### config.mk
export PLATFORM = sky130hd
export DESIGN_NAME = mem_stage_flat
export DESIGN_NICKNAME = d
export VERILOG_FILES = /design/src/rtl/mem_stage_if.sv /design/src/rtl/mem_stage.sv /design/src/flat_wrapper.sv
export SDC_FILE = /design/constraint.sdc
export NUM_CORES = 1
export LEC_CHECK = 0
export CORE_MARGIN = 1.5
export CORE_UTILIZATION = 35
export DETAILED_ROUTE_END_ITERATION = 16
export PLACE_DENSITY = 0.87
export SYNTH_ARGS = -nofsm -noshare
export SYNTH_HDL_FRONTEND = slang
export SYNTH_SLANG_ARGS = --single-unit
### constraint.sdc
create_clock -name iClk -period 2.4 [get_ports iClk]
set_input_delay 0.24 -clock iClk [delete_from_list [all_inputs] [get_ports iClk]]
set_output_delay 0.24 -clock iClk [all_outputs]
set_load 0.01 [all_outputs]
### src/rtl/mem_stage_if.sv
`default_nettype none
// ============================================================================
//  Module      : mem_stage_if
//  Description : Port bundle for the RV32 MEM stage: EX/MEM inputs, the
//                single-outstanding data bus, MEM/WB outputs and forwarding.
//                master = the MEM stage itself, slave = its environment.
//  Revision    : 1.0  initial release
// ============================================================================
interface mem_stage_if #(
    parameter int XLEN   = 32,
    parameter int ADDR_W = 32
);
    // EX/MEM register contents
    logic              iValid;
    logic              iRegWrite;
    logic              iMemRead;
    logic              iMemWrite;
    logic [2:0]        iFunc3;
    logic [4:0]        iRdAddr;
    logic [XLEN-1:0]   iAluZ;
    logic [XLEN-1:0]   iRs2Val;
    // Pipeline hold
    logic              oStall;
    // Data bus
    logic              oBusReq;
    logic              oBusWe;
    logic [ADDR_W-1:0] oBusAddr;
    logic [3:0]        oBusBe;
    logic [XLEN-1:0]   oBusWdata;
    logic              iBusAck;
    logic              iBusErr;
    logic [XLEN-1:0]   iBusRdata;
    // MEM/WB register
    logic              oWbValid;
    logic              oWbRegWrite;
    logic [4:0]        oWbRdAddr;
    logic [XLEN-1:0]   oWbValue;
    logic              oWbExc;
    // Forwarding to EX
    logic [XLEN-1:0]   oFwMe;
    logic [4:0]        oFwMeRd;
    logic              oFwMeEn;

    modport master (
        input  iValid, iRegWrite, iMemRead, iMemWrite, iFunc3, iRdAddr, iAluZ, iRs2Val,
        output oStall,
        output oBusReq, oBusWe, oBusAddr, oBusBe, oBusWdata,
        input  iBusAck, iBusErr, iBusRdata,
        output oWbValid, oWbRegWrite, oWbRdAddr, oWbValue, oWbExc,
        output oFwMe, oFwMeRd, oFwMeEn
    );

    modport slave (
        output iValid, iRegWrite, iMemRead, iMemWrite, iFunc3, iRdAddr, iAluZ, iRs2Val,
        input  oStall,
        input  oBusReq, oBusWe, oBusAddr, oBusBe, oBusWdata,
        output iBusAck, iBusErr, iBusRdata,
        input  oWbValid, oWbRegWrite, oWbRdAddr, oWbValue, oWbExc,
        input  oFwMe, oFwMeRd, oFwMeEn
    );
endinterface
`default_nettype wire

### src/rtl/mem_stage.sv
`default_nettype none
// ============================================================================
//  Module      : mem_stage
//  Description : RV32 MEM stage. Performs loads/stores over a single-
//                outstanding req/ack bus, produces the MEM/WB register and
//                the MEM-stage forwarding path, and stalls upstream while a
//                bus transaction is in flight.
//  Revision    : 1.0  initial release
// ============================================================================
module mem_stage #(
    parameter int XLEN   = 32,
    parameter int ADDR_W = 32
) (
    input  wire logic    iClk,
    input  wire logic    iRst,
    mem_stage_if.master  bus
);

    typedef enum logic [0:0] {
        S_IDLE = 1'b0,
        S_BUSY = 1'b1
    } state_t;

    localparam logic [1:0] c_SZ_BYTE = 2'd0;
    localparam logic [1:0] c_SZ_HALF = 2'd1;
    localparam logic [1:0] c_SZ_WORD = 2'd2;

    state_t            state_q, state_d;

    logic              wb_valid_q,  wb_valid_d;
    logic              wb_rw_q,     wb_rw_d;
    logic [4:0]        wb_rd_q,     wb_rd_d;
    logic [XLEN-1:0]   wb_value_q,  wb_value_d;
    logic              wb_exc_q,    wb_exc_d;
    logic              w_wb_en;

    logic              w_is_mem;
    logic              w_is_load;
    logic [1:0]        w_off;
    logic [1:0]        w_size;
    logic              w_misaligned;
    logic [3:0]        w_be;
    logic [XLEN-1:0]   w_wdata;
    logic [XLEN-1:0]   w_lane;
    logic [XLEN-1:0]   w_load_val;
    logic              w_busy;
    logic              w_stall;

    // Access decode: size, alignment, lane mapping and load extraction.
    // A load with iMemWrite also set is still a load; unknown funct3 codes
    // fall back to a full-word access.
    always_comb begin
        w_is_mem  = bus.iValid & (bus.iMemRead | bus.iMemWrite);
        w_is_load = bus.iMemRead;
        w_off     = bus.iAluZ[1:0];

        w_size = c_SZ_WORD;
        if (w_is_load) begin
            case (bus.iFunc3)
                3'b000, 3'b100: w_size = c_SZ_BYTE;
                3'b001, 3'b101: w_size = c_SZ_HALF;
                default:        w_size = c_SZ_WORD;
            endcase
        end else begin
            case (bus.iFunc3)
                3'b000:  w_size = c_SZ_BYTE;
                3'b001:  w_size = c_SZ_HALF;
                default: w_size = c_SZ_WORD;
            endcase
        end

        w_misaligned = ((w_size == c_SZ_HALF) && w_off[0]) ||
                       ((w_size == c_SZ_WORD) && (w_off != 2'b00));

        case (w_size)
            c_SZ_BYTE: begin
                w_be    = 4'b0001 << w_off;
                w_wdata = {4{bus.iRs2Val[7:0]}};
            end
            c_SZ_HALF: begin
                w_be    = 4'b0011 << w_off;
                w_wdata = {2{bus.iRs2Val[15:0]}};
            end
            default: begin
                w_be    = 4'b1111;
                w_wdata = bus.iRs2Val;
            end
        endcase

        // Shift the addressed lane down to bit 0, then extend per funct3[2].
        w_lane = bus.iBusRdata >> {w_off, 3'b000};
        case (w_size)
            c_SZ_BYTE: w_load_val = bus.iFunc3[2] ? {24'd0, w_lane[7:0]}
                                                  : {{24{w_lane[7]}}, w_lane[7:0]};
            c_SZ_HALF: w_load_val = bus.iFunc3[2] ? {16'd0, w_lane[15:0]}
                                                  : {{16{w_lane[15]}}, w_lane[15:0]};
            default:   w_load_val = bus.iBusRdata;
        endcase
    end

    // Next-state, stall and MEM/WB next-value logic.
    // Faulting accesses carry the effective address as their WB value.
    always_comb begin
        state_d    = state_q;
        w_stall    = 1'b0;
        w_wb_en    = 1'b1;
        wb_valid_d = bus.iValid;
        wb_rw_d    = bus.iValid & bus.iRegWrite;
        wb_rd_d    = bus.iRdAddr;
        wb_value_d = bus.iAluZ;
        wb_exc_d   = 1'b0;

        case (state_q)
            S_IDLE: begin
                if (w_is_mem) begin
                    if (w_misaligned) begin
                        wb_exc_d = 1'b1;
                        wb_rw_d  = 1'b0;
                    end else begin
                        w_stall = 1'b1;
                        w_wb_en = 1'b0;
                        state_d = S_BUSY;
                    end
                end
            end
            S_BUSY: begin
                if (bus.iBusAck) begin
                    state_d = S_IDLE;
                    if (bus.iBusErr) begin
                        wb_exc_d = 1'b1;
                        wb_rw_d  = 1'b0;
                    end else if (w_is_load) begin
                        wb_value_d = w_load_val;
                    end
                end else begin
                    w_stall = 1'b1;
                    w_wb_en = 1'b0;
                end
            end
            default: state_d = S_IDLE;
        endcase
    end

    // State register and MEM/WB register; MEM/WB holds while stalled.
    always_ff @(posedge iClk) begin
        if (iRst) begin
            state_q    <= S_IDLE;
            wb_valid_q <= 1'b0;
            wb_rw_q    <= 1'b0;
            wb_rd_q    <= 5'd0;
            wb_value_q <= '0;
            wb_exc_q   <= 1'b0;
        end else begin
            state_q <= state_d;
            if (w_wb_en) begin
                wb_valid_q <= wb_valid_d;
                wb_rw_q    <= wb_rw_d;
                wb_rd_q    <= wb_rd_d;
                wb_value_q <= wb_value_d;
                wb_exc_q   <= wb_exc_d;
            end
        end
    end

    // Bus fields are derived from the held EX/MEM inputs and are only
    // driven while a request is outstanding.
    always_comb begin
        w_busy        = (state_q == S_BUSY);
        bus.oStall    = w_stall;
        bus.oBusReq   = w_busy;
        bus.oBusWe    = w_busy & ~bus.iMemRead;
        bus.oBusAddr  = w_busy ? {bus.iAluZ[ADDR_W-1:2], 2'b00} : '0;
        bus.oBusBe    = w_busy ? w_be : 4'b0000;
        bus.oBusWdata = w_busy ? w_wdata : '0;
    end

    // MEM/WB outputs and the forwarding path into EX.
    always_comb begin
        bus.oWbValid    = wb_valid_q;
        bus.oWbRegWrite = wb_rw_q;
        bus.oWbRdAddr   = wb_rd_q;
        bus.oWbValue    = wb_value_q;
        bus.oWbExc      = wb_exc_q;
        bus.oFwMe       = wb_value_q;
        bus.oFwMeRd     = wb_rd_q;
        bus.oFwMeEn     = wb_valid_q & wb_rw_q & (wb_rd_q != 5'd0);
    end

endmodule
`default_nettype wire

### src/flat_wrapper.sv
// flat-port wrapper written by rule: the top's interface ports become plain ports
module mem_stage_flat 
#(
    parameter int XLEN   = 32,
    parameter int ADDR_W = 32
)
  (iClk, iRst, bus_iValid, bus_iRegWrite, bus_iMemRead, bus_iMemWrite, bus_iFunc3, bus_iRdAddr, bus_iAluZ, bus_iRs2Val, bus_oStall, bus_oBusReq, bus_oBusWe, bus_oBusAddr, bus_oBusBe, bus_oBusWdata, bus_iBusAck, bus_iBusErr, bus_iBusRdata, bus_oWbValid, bus_oWbRegWrite, bus_oWbRdAddr, bus_oWbValue, bus_oWbExc, bus_oFwMe, bus_oFwMeRd, bus_oFwMeEn);
  mem_stage_if #(.XLEN(XLEN), .ADDR_W(ADDR_W)) bus_i ();
  input  wire logic iClk;
  input  wire logic iRst;
  input wire logic [$bits(bus_i.iValid)-1:0] bus_iValid;
  input wire logic [$bits(bus_i.iRegWrite)-1:0] bus_iRegWrite;
  input wire logic [$bits(bus_i.iMemRead)-1:0] bus_iMemRead;
  input wire logic [$bits(bus_i.iMemWrite)-1:0] bus_iMemWrite;
  input wire logic [$bits(bus_i.iFunc3)-1:0] bus_iFunc3;
  input wire logic [$bits(bus_i.iRdAddr)-1:0] bus_iRdAddr;
  input wire logic [$bits(bus_i.iAluZ)-1:0] bus_iAluZ;
  input wire logic [$bits(bus_i.iRs2Val)-1:0] bus_iRs2Val;
  output wire logic [$bits(bus_i.oStall)-1:0] bus_oStall;
  output wire logic [$bits(bus_i.oBusReq)-1:0] bus_oBusReq;
  output wire logic [$bits(bus_i.oBusWe)-1:0] bus_oBusWe;
  output wire logic [$bits(bus_i.oBusAddr)-1:0] bus_oBusAddr;
  output wire logic [$bits(bus_i.oBusBe)-1:0] bus_oBusBe;
  output wire logic [$bits(bus_i.oBusWdata)-1:0] bus_oBusWdata;
  input wire logic [$bits(bus_i.iBusAck)-1:0] bus_iBusAck;
  input wire logic [$bits(bus_i.iBusErr)-1:0] bus_iBusErr;
  input wire logic [$bits(bus_i.iBusRdata)-1:0] bus_iBusRdata;
  output wire logic [$bits(bus_i.oWbValid)-1:0] bus_oWbValid;
  output wire logic [$bits(bus_i.oWbRegWrite)-1:0] bus_oWbRegWrite;
  output wire logic [$bits(bus_i.oWbRdAddr)-1:0] bus_oWbRdAddr;
  output wire logic [$bits(bus_i.oWbValue)-1:0] bus_oWbValue;
  output wire logic [$bits(bus_i.oWbExc)-1:0] bus_oWbExc;
  output wire logic [$bits(bus_i.oFwMe)-1:0] bus_oFwMe;
  output wire logic [$bits(bus_i.oFwMeRd)-1:0] bus_oFwMeRd;
  output wire logic [$bits(bus_i.oFwMeEn)-1:0] bus_oFwMeEn;
  assign bus_i.iValid = bus_iValid;
  assign bus_i.iRegWrite = bus_iRegWrite;
  assign bus_i.iMemRead = bus_iMemRead;
  assign bus_i.iMemWrite = bus_iMemWrite;
  assign bus_i.iFunc3 = bus_iFunc3;
  assign bus_i.iRdAddr = bus_iRdAddr;
  assign bus_i.iAluZ = bus_iAluZ;
  assign bus_i.iRs2Val = bus_iRs2Val;
  assign bus_oStall = bus_i.oStall;
  assign bus_oBusReq = bus_i.oBusReq;
  assign bus_oBusWe = bus_i.oBusWe;
  assign bus_oBusAddr = bus_i.oBusAddr;
  assign bus_oBusBe = bus_i.oBusBe;
  assign bus_oBusWdata = bus_i.oBusWdata;
  assign bus_i.iBusAck = bus_iBusAck;
  assign bus_i.iBusErr = bus_iBusErr;
  assign bus_i.iBusRdata = bus_iBusRdata;
  assign bus_oWbValid = bus_i.oWbValid;
  assign bus_oWbRegWrite = bus_i.oWbRegWrite;
  assign bus_oWbRdAddr = bus_i.oWbRdAddr;
  assign bus_oWbValue = bus_i.oWbValue;
  assign bus_oWbExc = bus_i.oWbExc;
  assign bus_oFwMe = bus_i.oFwMe;
  assign bus_oFwMeRd = bus_i.oFwMeRd;
  assign bus_oFwMeEn = bus_i.oFwMeEn;
  mem_stage #(.XLEN(XLEN), .ADDR_W(ADDR_W)) u_core (.iClk(iClk), .iRst(iRst), .bus(bus_i));
endmodule
=== After elaboration in Yosys (flattened, before gate mapping) ===
Index checks and enable logic that the tools add are counted.
Widths: inputs -> output; s select.

* Bits of input ports: 112
* Output and inout port bits: 149
* Flip-flop bits (word level): 41
* Word-level logic and storage cells: 63

* Reductions and logical operators: 9
* Shifts and indexed selects: 3
* Multiplexer cells: 32
* Bitwise operators: 8
* Equal/unequal tests: 5

{| class="wikitable"
|+ Operators by type and width
! operator !! number
|-
| $mux 32 || 8
|-
| $pmux 32 s2 || 2
|-
| $shr 32x5->16 || 1
|-
| $mux 1 || 13
|-
| $pmux 1 s2 || 4
|-
| $pmux 2 s2 || 2
|-
| $pmux 4 s2 || 1
|-
| $eq 3x3->1 const B || 2
|-
| $and 1x1->1 || 5
|-
| $reduce_bool 5->1 || 1
|-
| $mux 4 || 1
|-
| $reduce_or 2->1 || 2
|-
| $shl 1x2->4 const A || 1
|-
| $shl 2x2->4 const A || 1
|-
| $eq 3x1->1 const B || 1
|-
| $logic_not 3->1 || 1
|-
| $eq 2x1->1 const B || 1
|-
| $eq 2x2->1 const B || 1
|-
| $logic_and 1x1->1 || 2
|-
| $logic_not 2->1 || 1
|-
| $mux 2 || 1
|-
| $not 1->1 || 2
|-
| $reduce_bool 2->1 || 1
|-
| $logic_or 1x1->1 || 1
|-
| $or 1x1->1 || 1
|}

=== Logic depth before layout (Yosys ltp) ===
* Depth after elaboration: 10
* Mapped depth: 8

=== Worst setup path after synthesis ===
No wires, ideal clock.

* Kind: input -> output
* From: in bus_iFunc3[1]
* To: out bus_oBusWdata[16]
* Slack: 0.517 ns
* Stages: 7
* Data arrival time: 1.643 ns
* Path through: clkbuf_1 or2_2 clkbuf_1 buf_2 buf_1 nand2_1 a21boi_0

* Longest elaborated chain between the ends: 7

{| class="wikitable"
|+ Ends and longest elaborated chain
! what !! line !! RTL
|-
| start, declared || flat_wrapper.sv:15 || <nowiki>input wire logic [$bits(bus_i.iFunc3)-1:0] bus_iFunc3;</nowiki>
|-
| $eq 3x3->1, or another cell as far along || mem_stage.sv:59 || <nowiki>case (bus.iFunc3)</nowiki>
|-
| $reduce_or 2->1 || mem_stage.sv:59 ||
|-
| $pmux 2 s2 || mem_stage.sv:59 ||
|-
| $mux 2 * || mem_stage.sv:58 || <nowiki>if (w_is_load) begin</nowiki>
|-
| $eq 2x1->1 or $logic_not 2->1 (tied branches) || mem_stage.sv:75 || <nowiki>case (w_size)</nowiki>
|-
| $pmux 32 s2 * || mem_stage.sv:75 ||
|-
| $mux 32 * || mem_stage.sv:174 || <nowiki>bus.oBusWdata = w_busy ? w_wdata : '0;</nowiki>
|-
| end, declared || flat_wrapper.sv:24 || <nowiki>output wire logic [$bits(bus_i.oBusWdata)-1:0] bus_oBusWdata;</nowiki>
|}

Mark *: on every way between the ends. The rest lies on a longest branch, timed or not.

=== Final worst setup path ===
* From: in bus_iMemRead
* To: out bus_oBusBe[2]

* Longest elaborated chain between the ends: 4

{| class="wikitable"
|+ Ends and longest elaborated chain
! what !! line !! RTL
|-
| start, declared || flat_wrapper.sv:13 || <nowiki>input wire logic [$bits(bus_i.iMemRead)-1:0] bus_iMemRead;</nowiki>
|-
| $mux 2 * || mem_stage.sv:58 ||
|-
| $eq 2x1->1 or $logic_not 2->1 (tied branches) || mem_stage.sv:75 ||
|-
| $pmux 4 s2 * || mem_stage.sv:75 ||
|-
| $mux 4 * || mem_stage.sv:173 || <nowiki>bus.oBusBe = w_busy ? w_be : 4'b0000;</nowiki>
|-
| end, declared || flat_wrapper.sv:23 || <nowiki>output wire logic [$bits(bus_i.oBusBe)-1:0] bus_oBusBe;</nowiki>
|}

Marked as above.

==> reports/metrics.yaml <==
run_status:
  status: "completed"
routing:
  routed_via_density: 5.43
  drc: 0
  ant_nets: 0
  firstDrtPassIters: 5
  drt_iter0_markers: 345
  post_drt_wl_per_cell_um: 18.4
  finalWirelength_um: 15300
  via_count: 4509
place:
  gp_congestion: 0.909
  placed_area_um2: 6060
  dp_hpwl_um: 12100
  portBuffers: 258
  dp_cells: 821
  post-place-ws_ps: -196
sta:
  setup_viol: 0
  slew_headroom_pct: 62.4
  min_period_over_period_pct: 98.1
  rsz0062_at_grt: "yes"
  max_freq_mhz: 425
  hold_viol_final: 0
  worst_slack_ps: 45.4
  skew_ps: 7.63
  holdWs_ps: 363
  drv_slew: 0
  fin_crit_ps: 2350
  worst_pin_slew_ps: 564
finish:
  layout-drive-gt1-share_pct: 9.60
  num-fill-cells: 851
  fin_nets: 809
  fin_area_um2: 6210
  syn_to_final_growth_pct: 75.5
  multi_input_area_um2: 2220
  stdcell_count: 831
  regArea_um2: 822
  antenna_cells: 0
clock_tree:
  numCtsBuffers: 5
  clock_latency_ps: 300
  cts_tree: "yes"
  root_buffer: "clkbuf_8"
  cts_num_sinks: 41
  holdBufCountCts: 0
  htreeDepth: 2
  cts.clk_slew.worst_paths_ps: 80
  cts_buffer_depth: 2
global_routing:
  met2_usage_pct: 47.2
  grtUsageTotal_pct: 27.2
  grt_pass1_wl_um: 24000
  grt_util_met1_pct: 32.5
  antenna_found_initial: 0
  grt_pass1_vias: 4525
  overflow: 0
  globalRouteMet3Util_pct: 5.92
  grt_max_degree: 54
  top_usage_layer: "met2"
worst_setup_path:
  cp-end-kind: "output pin"
  critPathKind: "in2out"
  path_max_fanout: 20
  start_kind: "input port"
  cp.required_ps: 2160
  cp.arrival_ps: 2110
hold_path:
  hold_path_class: "in2reg"
synth:
  synth_top_area_cell: "dfxtp_1"
  synthDistinctLibCells: 52
  synth-seq-cells: 41
  synth_commonest_cells: "nand2_1, nor2_1, dfxtp_1"
  syn_avg_cell_area_um2: 7.27
  netlist_area_um2: 3540
  synthTopCellsByArea: "dfxtp_1, buf_4, nand2_1"
  yosysMostFrequentCell: "nand2_1"
  async_reset_ff_share_pct: 0
  ys_seq_area_share_pct: 23.2
  syn_inst: 487
  synth_warnings: 0
  synth_flop_cell: "dfxtp_1"
  yosysTopAreaCellShare_pct: 23.2
  synth-edff-count: 0
floorplan:
  fp.dieArea_um2: 10700
  die_height_um: 104
  die_width_um: 104
  num_io_pins: 261
  std_cell_rows: 36
  start_util_pct: 36.2
  core-area_um2: 9770
power_and_ir_drop:
  net-switching-power_uw: 742
  internal_power_uw: 1620
  combPwrFrac_pct: 41.3
  netSwitchingFraction_pct: 31.4
  power.density_nw_per_um2: 381
  pwr-share-clk_pct: 25.4
  vdd_drop_max_v: 0.000315
  seqPwrFrac_pct: 33.3
  power_leakage_uw: 0.00260
run:
  cap_viol_max_count: 0
==> area by class of cell <==
type | instances | area share, %
Clock buffer | 6 | 1.33
Clock inverter | 2 | 0.604
Inverter | 5 | 0.302
Multi-Input combinational cell | 356 | 35.7
Sequential cell | 41 | 13.2
Tap cell | 133 | 2.68
Timing Repair Buffer | 288 | 46.2
==> timing repair <==
| action | CTS | global route |
|---|---|---|
| setup endpoints to repair | 9 | 10 |
| setup buffers | 1 | 1 |
| resized for setup | 9 | 7 |
| pin swaps | 0 | 1 |
==> per-layer routing <==
layer  part of all wire, %  vias to the layer above
met4                   3.4                        0
met2                    49                      252
met1                    40                     2119
li1                      -                     2095
met5                     0                        -
met3                   7.4                       43
==> cells by family after synthesis <==
logic type | after synthesis | synth area share (%)
AOI/OAI and AO/OA | 154 | 34.3
buffers and inverters | 91 | 14.5
DFF | 41 | 23.2
muxes | 10 | 3.21
other | 1 | 0.106
and+or+nand+nor | 190 | 24.7
==> worst max-delay path: stages <==
cell and delay (ps):
clkdlybuf4s50_1 480, and2b_1 240, or2_2 320, buf_12 160, o21a_1 200, clkdlybuf4s50_1 470
==> state kept, by name (all words and copies together), names as in the netlist <==
name,count
u_core.bus.oFwMe,32
u_core.bus.oFwMeRd,5
u_core.bus.oBusReq,1
u_core.bus.oWbExc,1
u_core.bus.oWbRegWrite,1
u_core.bus.oWbValid,1
==> path summary, 6_finish.rpt <==
| kind | startpoint | to | slack [ps] | depth (start not counted) |
|---|---|---|---|---|
| worst min register to register | u_core.bus.oFwMe[7] | u_core.bus.oFwMe[7] | 490 | 2 |
| worst max-delay path | bus_iMemRead | bus_oBusBe[2] | 50 | 6 |
| worst max register to register | u_core.bus.oBusReq | u_core.bus.oFwMe[15] | 420 | 5 |
| worst min-delay path | iRst | u_core.bus.oWbRegWrite | 360 | 2 |
==> power groups by stage <==
stage | clock [uW] | sequential, uW | combinational [uW]
global route | 635 | 798 | 1030
detailed placement | 0 | 803 | 970
CTS | 602 | 789 | 972
floorplan | 0 | 816 | 417
global placement | 0 | 800 | 950
finish | 600 | 789 | 976
==> stage by stage <==
stage	power, uW	TNS, ps	utilization (%)
after global placement	1750	-121	62.0
after detailed placement	1770	-2330	62.0
after global routing	2470	-14.9	63.6
after floorplan	1230	0	-
after CTS	2360	0	63.2
final	2370	0	63.6
==> placed cells by master (no fill, tap or decap), drive strengths merged, types with 3 or more instances in the layout <==
cell           netlist  layout
a21boi              24      24
a21oi               38      38
a2bb2oi              7       7
a311oi              12      12
a31oi                5       5
and2                38      38
buf                 52      31
clkbuf              34       6
clkdlybuf4s50        0     241
dfxtp               41      41
dlygate4sd2          0       9
dlymetal6s2s         0       7
inv                  3       3
mux2i                8       8
nand2               74      74
nand2b               5       5
nand3               18      18
nor2                43      43
nor2b                3       3
nor3                 3       3
o211a                8       8
o21ai               20      20
o221ai               5       5
o41ai               17      17
No activity file was read; power rests on OpenSTA's default activity.
